## config.mk

```make
export PLATFORM = sky130hd
export DESIGN_NAME = mux_rr_arbiter
export DESIGN_NICKNAME = d
export VERILOG_FILES = /design/src/rtl/mux_rr_arbiter_pkg.sv /design/src/rtl/mux_rr_arbiter_pick.sv /design/src/rtl/mux_rr_arbiter.sv
export SDC_FILE = /design/constraint.sdc
export NUM_CORES = 1
export LEC_CHECK = 0
export CAP_MARGIN = 20
export CORE_AREA = 3 3 40 42
export CTS_BUF_LIST = sky130_fd_sc_hd__clkbuf_8
export CTS_CLUSTER_DIAMETER = 200
export CTS_CLUSTER_SIZE = 25
export DETAILED_ROUTE_END_ITERATION = 7
export DIE_AREA = 0 0 43 45
export GPL_TIMING_DRIVEN = 0
export PLACE_DENSITY = 0.44
export SLEW_MARGIN = 20
export SYNTH_ARGS = -nofsm -noshare
export SYNTH_HDL_FRONTEND = slang
export SYNTH_SLANG_ARGS = --single-unit
```

## constraint.sdc

```tcl
create_clock -name CLK -period 1.31 [get_ports CLK]
set_clock_uncertainty 0.1 [all_clocks]
set_input_delay 0.262 -clock CLK [delete_from_list [all_inputs] [get_ports CLK]]
set_output_delay 0.262 -clock CLK [all_outputs]
set_load 0.01 [all_outputs]
```

## src/rtl/mux_rr_arbiter_pkg.sv

```systemverilog
// Shared constants for the two-requester round-robin arbiter.
// Grant encodings double as the mux select and as the S source tag.
package mux_rr_arbiter_pkg;

   localparam int WIDTH_DEFAULT = 1;

   localparam logic GRANT_I0   = 1'b0;
   localparam logic GRANT_I1   = 1'b1;
   localparam logic LAST_RESET = 1'b1;

endpackage

```

## src/rtl/mux_rr_arbiter_pick.sv

```systemverilog
// Combinational round-robin winner selection between two requesters.
// A tie goes to the requester that was not granted most recently.
module mux_rr_pick
   import mux_rr_arbiter_pkg::*;
(
   input  logic I0_valid,
   input  logic I1_valid,
   input  logic last,
   input  logic accept,
   output logic grant_valid,
   output logic grant
);

   always_comb begin
      grant_valid = 1'b0;
      grant       = GRANT_I0;
      if (accept) begin
         if (I0_valid && I1_valid) begin
            grant_valid = 1'b1;
            grant       = ~last;
         end else if (I1_valid) begin
            grant_valid = 1'b1;
            grant       = GRANT_I1;
         end else if (I0_valid) begin
            grant_valid = 1'b1;
            grant       = GRANT_I0;
         end
      end
   end

endmodule

```

## src/rtl/mux_rr_arbiter.sv

```systemverilog
// Two-requester round-robin arbiter feeding a one-entry registered output stage.
// The winner's payload is steered through a shared 2:1 select path into O_data.
module mux_rr_arbiter
   import mux_rr_arbiter_pkg::*;
#(
   parameter int width = WIDTH_DEFAULT
) (
   input  logic             CLK,
   input  logic             RESET,
   input  logic             I0_valid,
   input  logic [width-1:0] I0_data,
   output logic             I0_ready,
   input  logic             I1_valid,
   input  logic [width-1:0] I1_data,
   output logic             I1_ready,
   output logic             O_valid,
   output logic [width-1:0] O_data,
   input  logic             O_ready,
   output logic             S
);

   logic             o_valid_q, o_valid_d;
   logic [width-1:0] o_data_q, o_data_d;
   logic             s_q, s_d;
   logic             last_q, last_d;

   logic             accept;
   logic             grant_valid;
   logic             grant;
   logic [width-1:0] mux_out;

   assign accept = ~o_valid_q | O_ready;

   mux_rr_pick u_pick (
      .I0_valid    (I0_valid),
      .I1_valid    (I1_valid),
      .last        (last_q),
      .accept      (accept),
      .grant_valid (grant_valid),
      .grant       (grant)
   );

   assign mux_out = (grant == GRANT_I1) ? I1_data : I0_data;

   // Readies are suppressed during reset so no transfer is acknowledged then.
   assign I0_ready = ~RESET & grant_valid & (grant == GRANT_I0) & I0_valid;
   assign I1_ready = ~RESET & grant_valid & (grant == GRANT_I1) & I1_valid;

   always_comb begin
      o_valid_d = o_valid_q;
      o_data_d  = o_data_q;
      s_d       = s_q;
      last_d    = last_q;
      if (grant_valid) begin
         o_valid_d = 1'b1;
         o_data_d  = mux_out;
         s_d       = grant;
         last_d    = grant;
      end else if (accept) begin
         o_valid_d = 1'b0;
      end
   end

   always_ff @(posedge CLK) begin
      if (RESET) begin
         o_valid_q <= 1'b0;
         o_data_q  <= '0;
         s_q       <= GRANT_I0;
         last_q    <= LAST_RESET;
      end else begin
         o_valid_q <= o_valid_d;
         o_data_q  <= o_data_d;
         s_q       <= s_d;
         last_q    <= last_d;
      end
   end

   assign O_valid = o_valid_q;
   assign O_data  = o_data_q;
   assign S       = s_q;

endmodule

```

==> results.toml <==
[placed_design]
gp_congestion = 0.654
post-place-ws_ns = -0.826
port_buffers = 11

[timing]
finalHoldViolCount = 0
post-route-period-util_pct = 110
slew_headroom_pct = 85.9
rsz0062_at_grt = "yes"
setup_slack_ns = -0.126
min_period_ns = 1.44
worst_slew_pin_slew_ns = 0.209
tns_ns = -0.238
finalSetupViolCount = 2
slew_viol_final = 0
max_freq_mhz = 696

[setup_path]
worstPathArrival_ns = 1.07
cp_max_fo = 3
cp_num_buf_inv = 1
cp.required_ns = 0.95
cp-start-kind = "flop"
critPathKind = "flop to primary output"
cp_slowest_cell = "dfxtp_2"
critPathMaxStageDelay_ns = 0.31
cpLargestDelayFamily = "flip-flops"
crit_chain = "a21bo_4 -> and4b_2 -> buf_6"
end_kind = "primary output"

[global_route]
grt_util_all_layers_pct = 7.25
grt_pass1_wl_um = 959
grt_pass1_vias = 234
antenna_found_initial = 0
grt_max_degree = 7
overflow = 0

[yosys]
synth_nets = 28
yosysTopAreaCell = "dfxtp_1"
synthTopCellsByArea = "dfxtp_1 (40%), a21oi_1 (9.9%), a21bo_4 (8.1%)"
synth_edf_count = 0
synth-seq-cells = 4
syn_area_um2 = 201
netlist_instances = 21
seq_area_frac_synth_pct = 39.8
synthFlopType = "dfxtp_1"
yosys-top-cells-count = "a21oi_1 (4), dfxtp_1 (4)"
synth.top_cell.area_share_pct = 39.8
yosysWarnings = 0
avgSynthCellArea_um2 = 9.59
async_reset_ff_share_pct = 0
netlist-cell-type-count = 15

[floorplan]
start_util_pct = 15.7
num_rows = 13
pin_count = 12
dieArea_mm2 = 0.00194
die_h_um = 45
die_w_um = 43
core-area_mm2 = 0.00128

[clock_tree]
cts_buffer_depth = 2
ctsHoldBuffers = 0
clk_transition_reported_paths_ns = 0.03
htreeDepth = 1
cts-root-buf = "clkbuf_8"
clk_latency_ns = 0.22
cts_buffers = 3
cts_tree = "yes"
clock-sinks = 4

[pwr]
p_per_area_mw_per_mm2 = 1260
leakage_uw = 0.000177
peakVddDrop_v = 0.000396

[routing]
drtIter0Drc = 1
via_per_inst = 4.35
drt.antenna.violating_nets = 0
drc = 0
wl_per_cell_um = 10.6
drt-pass1-iter-count = 4
finalWirelength_um = 552
vias = 226

[final_layout]
syn_to_final_growth_pct = 88.2
drive_gt1_share_pct = 37.8
fin_nets = 46
antenna_cells = 0

[flow_run]
drv_cap = 0

[outcome]
failed_checks = "negative setup slack"
status = "finished, violations left"

[worst_hold_path]
min-delay-path-class = "primary input to flop"
flip-flops by register name, indices dropped and copies added (netlist names):
name	flops
O_data	1
O_valid	1
S	1
last_q	1
cells by family (layout without fill, tap and decap cells):
| group | count (synthesis) | in the layout | synth area share [%] |
|---|---|---|---|
| multiplexers | 1 | 1 | 4.97 |
| AO/OA/AOI/OAI | 8 | 8 | 29.8 |
| flip-flops | 4 | 4 | 39.8 |
| AND/OR/NAND/NOR | 7 | 7 | 23.6 |
| buffers and inverters | 1 | 17 | 1.86 |
metrics by stage:
step	std cells	hold slack [ns]	utilization (%)	total power, uW	cell area (um2)
4_1_cts	52	0.357	29.9	494	384
3_3_place_gp	47	0.377	25.7	223	330
3_5_place_dp	47	0.381	25.7	224	330
5_1_grt	52	0.263	29.5	515	379
2_1_floorplan	21	0.231	-	176	201
6_report	52	0.243	29.5	480	379
layer usage:
layer	wire length, um	global-route usage, %	share of wire, %
met1	268	7.73	49
met2	201	9.28	36
met3	82	4.78	15
met4	0	7.23	0
met5	0	0	0
worst reg2reg max path, cell delays in order (launching register included):
cell and delay [ns]:
dfxtp_2 0.31, a21bo_4 0.21, buf_4 0.14, mux2i_1 0.11, a311oi_1 0.21
layout by cell type (no fill, tap or decap), types with 2 or more instances in the layout:
| cell | count |
|---|---|
| clkbuf_8 | 3 |
| dlygate4sd2_1 | 5 |
| dfxtp_1 | 3 |
| a21oi_1 | 4 |
| buf_4 | 2 |
| clkdlybuf4s50_1 | 2 |
power by group:
part	switching (uW)	total, uW	internal [uW]
Combinational	33.3	80.7	47.4
Sequential	6.37	140	133
Clock	63.3	259	196
path summary, 6_finish.rpt:
check / end / slack, ns / cells past startpoint / startpoint
setup reg to reg: O_data / 0.15 / 4 / last_q
hold reg to reg: S / 0.38 / 2 / S
setup / recovery: I0_ready / -0.13 / 3 / last_q
hold / removal: last_q / 0.24 / 2 / I1_valid
repair_timing:
item | CTS | global route
pin swaps | 2 | 3
cloned | 0 | 0
buffers inserted | 2 | 0
endpoints found under the setup margin | 6 | 3
gates resized for setup | 21 | 1
layout make-up:
class	count	area (um2)
sequential	4	81.3
tap	15	18.8
multi-input combinational	16	123
inverter	1	3.75
clock buffer	3	41.3
timing repair buffer	13	111
fill	139	906
(Power assumes the default switching activity.)
